$ cat src/rtl/acq_trig_sched_if.sv
// Interface: acq_trig_sched_if
// Groups the control, timer and trigger-handshake signals of acq_trig_sched.
//   master : the scheduler side (drives timer control, trigger and status outputs)
//   slave  : the environment side (host registers, timer and sampler)
// Signals:
//   start, stop, num_trig            host run control
//   tmr_count, tmr_pulse_10ms/full   timer status
//   tmr_clr, tmr_ena                 timer control
//   trig_req/trig_ack                trigger handshake with the sampler
//   trig_stamp, trig_idx             trigger timestamp and acknowledged-trigger count
//   busy, done, err_miss, err_wrap   run status
interface acq_trig_sched_if #(
    parameter int unsigned TRIG_W = 16
) ();
    logic              start;
    logic              stop;
    logic [TRIG_W-1:0] num_trig;
    logic [27:0]       tmr_count;
    logic              tmr_pulse_10ms;
    logic              tmr_pulse_full;
    logic              tmr_clr;
    logic              tmr_ena;
    logic              trig_req;
    logic              trig_ack;
    logic [27:0]       trig_stamp;
    logic [TRIG_W-1:0] trig_idx;
    logic              busy;
    logic              done;
    logic              err_miss;
    logic              err_wrap;

    modport master (
        input  start, stop, num_trig, tmr_count, tmr_pulse_10ms, tmr_pulse_full, trig_ack,
        output tmr_clr, tmr_ena, trig_req, trig_stamp, trig_idx, busy, done, err_miss, err_wrap
    );

    modport slave (
        output start, stop, num_trig, tmr_count, tmr_pulse_10ms, tmr_pulse_full, trig_ack,
        input  tmr_clr, tmr_ena, trig_req, trig_stamp, trig_idx, busy, done, err_miss, err_wrap
    );
endinterface

$ cat src/rtl/acq_trig_sched.sv
// Module: acq_trig_sched
// Sequences the 28-bit acquisition timer for one acquisition run: clears and enables the
// timer, counts its 10 ms pulses, raises a timestamped trigger every TICKS_PER_TRIG pulses,
// handshakes each trigger with the sampler and stops after num_trig triggers (0 = continuous).
// Ports:
//   clk  system clock
//   rst  asynchronous active-high reset
//   bus  acq_trig_sched_if master modport (control, timer, trigger and status signals)
// All outputs are registered.
module acq_trig_sched #(
    parameter int unsigned TICKS_PER_TRIG = 10,
    parameter int unsigned TRIG_W         = 16
) (
    input logic              clk,
    input logic              rst,
    acq_trig_sched_if.master bus
);
    localparam int unsigned    TickW    = (TICKS_PER_TRIG > 1) ? $clog2(TICKS_PER_TRIG) : 1;
    localparam logic [TickW-1:0] TickLast = TickW'(TICKS_PER_TRIG - 1);

    typedef enum logic [2:0] {StIdle, StClear, StRun, StReq, StDone} state_e;

    state_e            state_q, state_d;
    logic [TickW-1:0]  tick_cnt_q, tick_cnt_d;
    logic [TRIG_W-1:0] num_q, num_d;
    logic [TRIG_W-1:0] idx_q, idx_d;
    logic [27:0]       stamp_q, stamp_d;
    logic              clr_q, clr_d;
    logic              ena_q, ena_d;
    logic              req_q, req_d;
    logic              busy_q, busy_d;
    logic              done_q, done_d;
    logic              miss_q, miss_d;
    logic              wrap_q, wrap_d;
    logic              boundary;
    logic [TRIG_W-1:0] idx_inc;

    always_comb begin
        state_d    = state_q;
        tick_cnt_d = tick_cnt_q;
        num_d      = num_q;
        idx_d      = idx_q;
        stamp_d    = stamp_q;
        clr_d      = 1'b0;
        ena_d      = ena_q;
        req_d      = req_q;
        done_d     = 1'b0;
        miss_d     = miss_q;
        wrap_d     = wrap_q;
        boundary   = bus.tmr_pulse_10ms && (tick_cnt_q == TickLast);
        idx_inc    = idx_q + TRIG_W'(1);

        unique case (state_q)
            StIdle: begin
                if (bus.start && !bus.stop) begin
                    state_d    = StClear;
                    num_d      = bus.num_trig;
                    tick_cnt_d = '0;
                    idx_d      = '0;
                    miss_d     = 1'b0;
                    wrap_d     = 1'b0;
                    clr_d      = 1'b1;
                end
            end
            StClear: begin
                if (bus.stop) begin
                    state_d = StIdle;
                end else begin
                    state_d = StRun;
                    ena_d   = 1'b1;
                end
            end
            StRun, StReq: begin
                // Abort wins over everything; counters, stamp and error flags hold.
                if (bus.stop) begin
                    state_d = StIdle;
                    ena_d   = 1'b0;
                    req_d   = 1'b0;
                end else begin
                    if (bus.tmr_pulse_full) wrap_d = 1'b1;
                    if (bus.tmr_pulse_10ms) begin
                        tick_cnt_d = boundary ? '0 : tick_cnt_q + TickW'(1);
                    end
                    if (state_q == StRun) begin
                        if (boundary) begin
                            state_d = StReq;
                            req_d   = 1'b1;
                            stamp_d = bus.tmr_count;
                        end
                    end else begin
                        // A boundary while a request is pending is dropped, even if the
                        // ack lands in the same cycle.
                        if (boundary) miss_d = 1'b1;
                        if (bus.trig_ack) begin
                            req_d = 1'b0;
                            idx_d = idx_inc;
                            if ((num_q != '0) && (idx_inc == num_q)) begin
                                state_d = StDone;
                                ena_d   = 1'b0;
                                done_d  = 1'b1;
                            end else begin
                                state_d = StRun;
                            end
                        end
                    end
                end
            end
            StDone: state_d = StIdle;
            default: state_d = StIdle;
        endcase

        busy_d = (state_d != StIdle);
    end

    always_ff @(posedge clk or posedge rst) begin
        if (rst) begin
            state_q    <= StIdle;
            tick_cnt_q <= '0;
            num_q      <= '0;
            idx_q      <= '0;
            stamp_q    <= '0;
            clr_q      <= 1'b0;
            ena_q      <= 1'b0;
            req_q      <= 1'b0;
            busy_q     <= 1'b0;
            done_q     <= 1'b0;
            miss_q     <= 1'b0;
            wrap_q     <= 1'b0;
        end else begin
            state_q    <= state_d;
            tick_cnt_q <= tick_cnt_d;
            num_q      <= num_d;
            idx_q      <= idx_d;
            stamp_q    <= stamp_d;
            clr_q      <= clr_d;
            ena_q      <= ena_d;
            req_q      <= req_d;
            busy_q     <= busy_d;
            done_q     <= done_d;
            miss_q     <= miss_d;
            wrap_q     <= wrap_d;
        end
    end

    assign bus.tmr_clr    = clr_q;
    assign bus.tmr_ena    = ena_q;
    assign bus.trig_req   = req_q;
    assign bus.trig_stamp = stamp_q;
    assign bus.trig_idx   = idx_q;
    assign bus.busy       = busy_q;
    assign bus.done       = done_q;
    assign bus.err_miss   = miss_q;
    assign bus.err_wrap   = wrap_q;
endmodule

$ cat src/flat_wrapper.sv
// flat-port wrapper written by rule: the top's interface ports become plain ports
module acq_trig_sched_flat 
#(
    parameter int unsigned TICKS_PER_TRIG = 10,
    parameter int unsigned TRIG_W         = 16
)
  (clk, rst, bus_start, bus_stop, bus_num_trig, bus_tmr_count, bus_tmr_pulse_10ms, bus_tmr_pulse_full, bus_trig_ack, bus_tmr_clr, bus_tmr_ena, bus_trig_req, bus_trig_stamp, bus_trig_idx, bus_busy, bus_done, bus_err_miss, bus_err_wrap);
  acq_trig_sched_if #(.TRIG_W(TRIG_W)) bus_i ();
  input logic clk;
  input logic rst;
  input wire logic [$bits(bus_i.start)-1:0] bus_start;
  input wire logic [$bits(bus_i.stop)-1:0] bus_stop;
  input wire logic [$bits(bus_i.num_trig)-1:0] bus_num_trig;
  input wire logic [$bits(bus_i.tmr_count)-1:0] bus_tmr_count;
  input wire logic [$bits(bus_i.tmr_pulse_10ms)-1:0] bus_tmr_pulse_10ms;
  input wire logic [$bits(bus_i.tmr_pulse_full)-1:0] bus_tmr_pulse_full;
  input wire logic [$bits(bus_i.trig_ack)-1:0] bus_trig_ack;
  output wire logic [$bits(bus_i.tmr_clr)-1:0] bus_tmr_clr;
  output wire logic [$bits(bus_i.tmr_ena)-1:0] bus_tmr_ena;
  output wire logic [$bits(bus_i.trig_req)-1:0] bus_trig_req;
  output wire logic [$bits(bus_i.trig_stamp)-1:0] bus_trig_stamp;
  output wire logic [$bits(bus_i.trig_idx)-1:0] bus_trig_idx;
  output wire logic [$bits(bus_i.busy)-1:0] bus_busy;
  output wire logic [$bits(bus_i.done)-1:0] bus_done;
  output wire logic [$bits(bus_i.err_miss)-1:0] bus_err_miss;
  output wire logic [$bits(bus_i.err_wrap)-1:0] bus_err_wrap;
  assign bus_i.start = bus_start;
  assign bus_i.stop = bus_stop;
  assign bus_i.num_trig = bus_num_trig;
  assign bus_i.tmr_count = bus_tmr_count;
  assign bus_i.tmr_pulse_10ms = bus_tmr_pulse_10ms;
  assign bus_i.tmr_pulse_full = bus_tmr_pulse_full;
  assign bus_i.trig_ack = bus_trig_ack;
  assign bus_tmr_clr = bus_i.tmr_clr;
  assign bus_tmr_ena = bus_i.tmr_ena;
  assign bus_trig_req = bus_i.trig_req;
  assign bus_trig_stamp = bus_i.trig_stamp;
  assign bus_trig_idx = bus_i.trig_idx;
  assign bus_busy = bus_i.busy;
  assign bus_done = bus_i.done;
  assign bus_err_miss = bus_i.err_miss;
  assign bus_err_wrap = bus_i.err_wrap;
  acq_trig_sched #(.TICKS_PER_TRIG(TICKS_PER_TRIG), .TRIG_W(TRIG_W)) u_core (.clk(clk), .rst(rst), .bus(bus_i));
endmodule
$ cat config.mk
export PLATFORM = sky130hd
export DESIGN_NAME = acq_trig_sched_flat
export DESIGN_NICKNAME = d
export VERILOG_FILES = /design/src/rtl/acq_trig_sched_if.sv /design/src/rtl/acq_trig_sched.sv /design/src/flat_wrapper.sv
export SDC_FILE = /design/constraint.sdc
export NUM_CORES = 1
export LEC_CHECK = 0
export CAP_MARGIN = 30
export CORE_MARGIN = 8
export CORE_UTILIZATION = 45
export DETAILED_ROUTE_END_ITERATION = 10
export GPL_TIMING_DRIVEN = 1
export PLACE_DENSITY = 0.8
export SLEW_MARGIN = 20
export SYNTH_ARGS = -nofsm -noshare
export SYNTH_HDL_FRONTEND = slang
export SYNTH_SLANG_ARGS = --single-unit
$ cat constraint.sdc
create_clock -name clk -period 3.3 [get_ports clk]
set_input_delay 0.495 -clock clk [delete_from_list [all_inputs] [get_ports clk]]
set_output_delay 0.495 -clock clk [all_outputs]
set_load 0.01 [all_outputs]
* Word level (Yosys, flattened, before mapping)
Cells that the tools add are included.
Operators by class: bitwise logic cells 1, multiplexer cells 42, $add $sub $neg 2, reduce and logical (&&, ||, !) cells 19, eq/ne operators 17
Operator list (number):
- two-way mux 16 bit | 4
- case mux 16 bit (2 select lines) | 1
- two-way mux 1 bit | 21
- two-way mux 3 bit | 6
- adder 16 x 1 -> 16 bit, second input constant | 1
- == test 16 bit | 1
- two-way mux 4 bit | 4
- nonzero test 16 bit | 1
- AND reduction 5 bit | 3
- inequality test 2 bit, second input constant | 6
- AND reduction 4 bit | 3
- case mux 3 bit (3 select lines) | 1
- case mux 4 bit (2 select lines) | 1
- == test 3 x 2 -> 1 bit, second input constant | 2
- inequality test 3 x 2 -> 1 bit, second input constant | 2
- inequality test 3 bit, second input constant | 2
- case mux 1 bit (2 select lines) | 3
- nonzero test 3 bit | 2
- adder 4 x 1 -> 4 bit, second input constant | 1
- == test 4 bit, second input constant | 1
- inequality test 2 x 1 -> 1 bit, second input constant | 2
- nonzero test 2 bit | 2
- == test 3 x 1 -> 1 bit, second input constant | 1
- logical AND 1 bit | 3
- 7 further kinds | 7
Word-level totals: register bits after elaboration 74, logic and storage cells 93, bits of input ports 51

* Longest topological paths before layout
depth after elaboration 9, depth in mapped cells 8

* Worst setup path after synthesis
No wires, ideal clock.
kind register -> register, start point register u_core.idx_q[0] (netlist: u_core.bus.trig_idx[0]), end point register u_core.busy_q (netlist: u_core.bus.busy), setup slack 686 ps, arrival time 2490 ps, clock period less this slack 2614 ps, required time 3176 ps, cell stages (with the launch flop) 9, cells stage by stage dfrtp_1 > ha_1 > buf_2 > o21ba_2 > a22oi_1 > o2111ai_1 > or3_4 > or4_4 > a211o_1
Between the ends: cells in the longest elaborated chain, start to end 9
Ends and longest elaborated chain:
- start: declaration | RTL line acq_trig_sched.sv:26 | logic [TRIG_W-1:0] idx_q, idx_d;
- start signal: assignment | RTL line acq_trig_sched.sv:133 | idx_q <= idx_d;
- adder 16 x 1 -> 16 bit | RTL line acq_trig_sched.sv:51 | idx_inc = idx_q + TRIG_W'(1);
- == test 16 bit | RTL line acq_trig_sched.sv:97 | if ((num_q != '0) && (idx_inc == num_q)) begin
- logical AND 1 bit | RTL line acq_trig_sched.sv:97
- two-way mux 3 bit | RTL line acq_trig_sched.sv:97
- two-way mux 3 bit | RTL line acq_trig_sched.sv:94 | if (bus.trig_ack) begin
- two-way mux 3 bit | RTL line acq_trig_sched.sv:84 | if (state_q == StRun) begin
- two-way mux 3 bit | RTL line acq_trig_sched.sv:75 | if (bus.stop) begin
- case mux 3 bit (3 select lines) | RTL line acq_trig_sched.sv:53 | unique case (state_q)
- nonzero test 3 bit | RTL line acq_trig_sched.sv:112 | busy_d = (state_d != StIdle);
- named net u_core.busy_d | RTL line acq_trig_sched.sv:31 | logic busy_q, busy_d;
- end signal: assignment | RTL line acq_trig_sched.sv:138 | busy_q <= busy_d;
- end: declaration | RTL line acq_trig_sched.sv:31
The timed path passes the listed nets, and every way through them passes these cells. A chain may end at the register's enable or synchronous reset.

* Final worst setup path
start point register u_core.idx_q[0] (netlist: u_core.bus.trig_idx[0]), end point register u_core.ena_q (netlist: u_core.bus.tmr_ena)
Between the ends: cells in the longest elaborated chain, start to end 5
Ends and longest elaborated chain:
- adder 16 x 1 -> 16 bit | RTL line acq_trig_sched.sv:51
- == test 16 bit | RTL line acq_trig_sched.sv:97
- logical AND 1 bit | RTL line acq_trig_sched.sv:97
- inequality test 3 x 2 -> 1 bit (no source line)
- AND reduction 5 bit (no source line)
- end signal: assignment | RTL line acq_trig_sched.sv:136 | ena_q <= ena_d;
- end: declaration | RTL line acq_trig_sched.sv:29 | logic ena_q, ena_d;
Every way passes these cells.

==> impl_summary.log <==
INFO  metric run_status = finished, final reports clean
INFO  metric yosysTopAreaCell = dfrtp_1
INFO  metric post-cts-setup-buffer-count = 0
INFO  metric grt_overflow_total = 0
INFO  metric antenna_found_initial = 0
INFO  metric sequentialPowerShare = 0.478
INFO  metric synth.area.top_cells = dfrtp_1 (50%), mux2_2 (8.9%), nand2_1 (7.0%)
INFO  metric crit_fanout = 9
INFO  metric fillCellCount = 670
INFO  metric post-route-period-util = 0.868
INFO  metric grt_pass1_vias = 3123
INFO  metric ff2ff_path_depth = 7
INFO  metric placementRows = 33
INFO  metric top_layer = met4
INFO  metric synth_area_per_cell = 10.1 µm²
INFO  metric place_congestion = 0.945
INFO  metric place_area = 0.00478 mm²
INFO  metric grt_setup_unrepaired = no
INFO  metric worst-setup-path-type = reg -> reg
INFO  metric ctsHtreeMaxLevel = 3
INFO  metric setup_tns = 0 ns
INFO  metric clk_pin_slew_worst_paths = 0.09 ns
INFO  metric ratio_of_cells_with_drive_above_1_in_the_final_layout = 0.136
INFO  metric postSynthCellCount = 364
INFO  metric synthesis.yosys.warnings = 0
INFO  metric routed_via_density = approximately 5.4
INFO  metric synth_enable_flop_cells = 0
INFO  metric async_flop_share = 1.00
INFO  metric crit_path_time_final = about 2.9 ns
INFO  metric cts-root-to-sink-buffers = 2
INFO  metric placement.io_buffers = 101
INFO  metric globalRouteTotalUtil = 0.173
INFO  metric detailedRoute.firstIterationViolations = 165
INFO  metric min_delay_worst_endpoint = u_core.tick_cnt_q[3]
INFO  metric route.met3.wl = 744 µm
INFO  metric power.net_switching = about 590 µW
INFO  metric fmax = 0.349 GHz
INFO  metric worstReg2RegStart = u_core.bus.trig_idx[0]
INFO  metric worst-slew-pin-transition = 0.556 ns
INFO  metric timing.critical_path.from_type = flip-flop
INFO  metric die-width = roughly 110 µm
INFO  metric fp.coreArea = 0.00805 mm²
INFO  metric finalSetupViolCount = 0
INFO  metric tritoncts_num_sinks = 74
INFO  metric grt_start_max_net_pins = 75
INFO  metric tritoncts.num_buffers = 9
INFO  metric yosys.area.top_type_share = 0.504
INFO  metric ys.flop_type = dfrtp_1
INFO  metric wl = slightly below 10000 µm
INFO  metric area_enclosed_by_the_die_boundary = 0.0113 mm²
INFO  metric synth_fp_nets = roughly 420
INFO  metric vdd_drop_max = 0.283 mV
INFO  metric floorplan.initialDensity = 0.456
INFO  metric power.leakage = ~2.2 nW
INFO  metric finalMaxSlewViolations = 0
INFO  metric combinationalPowerShare = 0.153
INFO  metric synth.distinct_cells = 54
INFO  metric dp.final_hpwl = 7250 µm
INFO  metric grt_first_pass_wirelength = between 15000 and 20000 µm
INFO  metric design.portCount = slightly above 100
INFO  metric holdCritStartpoint = u_core.tick_cnt_q[3]
INFO  metric wirelength_met1 = 4140 µm
INFO  metric num-nets-final = 520
INFO  metric clock_power_share = 0.369
INFO  metric worst_skew_pair.late_latency = 0.35 ns
INFO  metric syn_to_final_growth = 36.8%
INFO  metric ys_seq_area_frac = 0.504
INFO  metric cts-root-buf = clkbuf_8
INFO  metric netSwitchingFraction = 0.272
INFO  metric n_antenna_cell = 0
INFO  metric route.vias.total = 3110
INFO  metric intPower = 1.57 mW
INFO  metric final.setup_skew = 0.00931 ns
INFO  metric powerDensity = approximately 430 mW/mm²
INFO  metric clock_tree_from_tritoncts = done
INFO  metric worstHoldPathCells = 1
INFO  metric post_cts_resize_count = 0
INFO  metric ant_nets = 0
INFO  metric hold_path_class = reg -> reg
INFO  metric drv.max_cap_violation_count = 0
INFO  metric cp_data_arrival_time = about 3.1 ns
INFO  metric synthesis.area = ~0.0037 mm²
INFO  metric r2r-end = u_core.bus.tmr_ena
INFO  metric drt_drc_violations_left = 0
INFO  metric final_design_area_no_fill = 0.00502 mm²
INFO  metric cp.required = between 3 and 4 ns
INFO  metric die_h = 106 µm
INFO  metric synth_seq_cells = 74
INFO  metric critical_path.endpoint_type = flip-flop
INFO  metric detailroute.wirelength.met2 = ~4600 µm
INFO  metric drt-pass1-iter-count = 4
INFO  metric holdBufCountCts = 0
INFO  metric wl_per_cell = about 17 µm
INFO  metric finish.utilization = 0.624
INFO  metric worst_slew_margin_rel = 0.626
INFO  metric finalHoldViolations = 0
INFO  metric r2r_setup_slack = 0.44 ns
[cell families after synthesis]
logic type,synth area share
AOI/OAI and AO/OA,0.112
xor gates and xnor gates,0.0572
adders and majority gates,0.0102
buffers and inverters,0.0296
DFF,0.504
muxes,0.0944
and+or+nand+nor,0.192
[layer usage]
layer | track usage | vias to the layer above
met4 | 0.0513 | 0
met2 | 0.288 | 129
met3 | 0.0442 | 13
met5 | 0 | -
met1 | 0.217 | 1483
li1 | - | 1485
[Yosys cell counts (2+ instances only)]
cell       instances
a211o_1            2
a21oi_1            6
a22o_1             2
a31oi_1            2
and2_1             2
and3_1             5
buf_1              2
buf_2              3
buf_4              2
clkbuf_1           9
dfrtp_1           74
ha_1               3
inv_1              6
mux2_2            29
mux2i_1            2
nand2_1           68
nand2b_1           2
nand3_1            8
nand4_1            7
nor2_1            18
nor3_1             4
nor4_1            11
o2111ai_1          2
o211ai_1           2
o21a_1             2
o21ai_0           34
o31ai_1            6
or2_2              2
or4_1              2
xnor2_1           14
xor2_1            10
[power by group through the flow]
stage,sequential [mW],clock (mW),combinational [mW]
2_1_floorplan,1.03,0,0.190
3_3_place_gp,1.04,0,0.326
3_5_place_dp,1.05,0,0.330
4_1_cts,1.03,0.810,0.332
5_1_grt,1.04,0.856,0.369
6_report,1.03,0.796,0.331
[worst max-delay path, stage by stage (launching register included)]
cell and delay, ns:
dfrtp_1 0.50, ha_1 0.40, nand2_1 0.20, nor4_1 0.57, xnor2_1 0.23, nand3_1 0.10
or4_1 0.51, a31o_2 0.25
[per-stage QoR]
step	instances	setup WS, ns	hold slack, ns	power, mW
4_1_cts	575	0.465	0.493	2.17
3_3_place_gp	559	0.571	0.465	1.37
2_1_floorplan	364	0.686	0.445	1.22
3_5_place_dp	559	0.500	0.477	1.38
6_report	576	0.437	0.498	2.16
5_1_grt	576	0.217	0.532	2.26
[state kept, by name, summed over array words and instances (netlist names), 3 cells and up]
| name | cells |
|---|---|
| u_core.bus.trig_stamp | 28 |
| u_core.tick_cnt_q | 4 |
| u_core.bus.trig_idx | 16 |
| u_core.state_q | 3 |
| u_core.num_q | 16 |
[worst max-delay path by stage]
| stage | slack, ns | cells after the start | end | startpoint |
|---|---|---|---|---|
| finish | 0.44 | 7 | u_core.bus.tmr_ena | u_core.bus.trig_idx[0] |
| global route | 0.22 | 7 | u_core.bus.busy | u_core.bus.trig_idx[0] |
| CTS | 0.47 | 7 | u_core.bus.busy | u_core.bus.trig_idx[0] |
| detailed placement | 0.50 | 7 | u_core.bus.tmr_ena | u_core.bus.trig_idx[0] |
| global placement | 0.57 | 7 | u_core.bus.tmr_ena | u_core.bus.trig_idx[0] |
| floorplan | 0.69 | 8 | u_core.bus.busy | u_core.bus.trig_idx[0] |
[placed cells by master, fill, tap and decap left out, types with 8 or more instances in the layout]
cell type / n
clkbuf_8: 9
clkdlybuf4s50_1: 101
dfrtp_1: 74
mux2_2: 29
nand2_1: 68
nand3_1: 8
nor2_1: 18
nor4_1: 11
o21ai_0: 34
xnor2_1: 14
xor2_1: 10
[final cells by class]
class                           instances  area [µm²]  area share
Clock buffer                            9         124      0.0247
Tap cell                              105         131      0.0262
Timing Repair Buffer                  108        1080       0.214
Inverter                                7        26.3     0.00523
Sequential cell                        74        1850       0.369
Multi-Input combinational cell        266        1710       0.341
Clock inverter                          7         101      0.0202
Power figures use the tool's default switching activity.
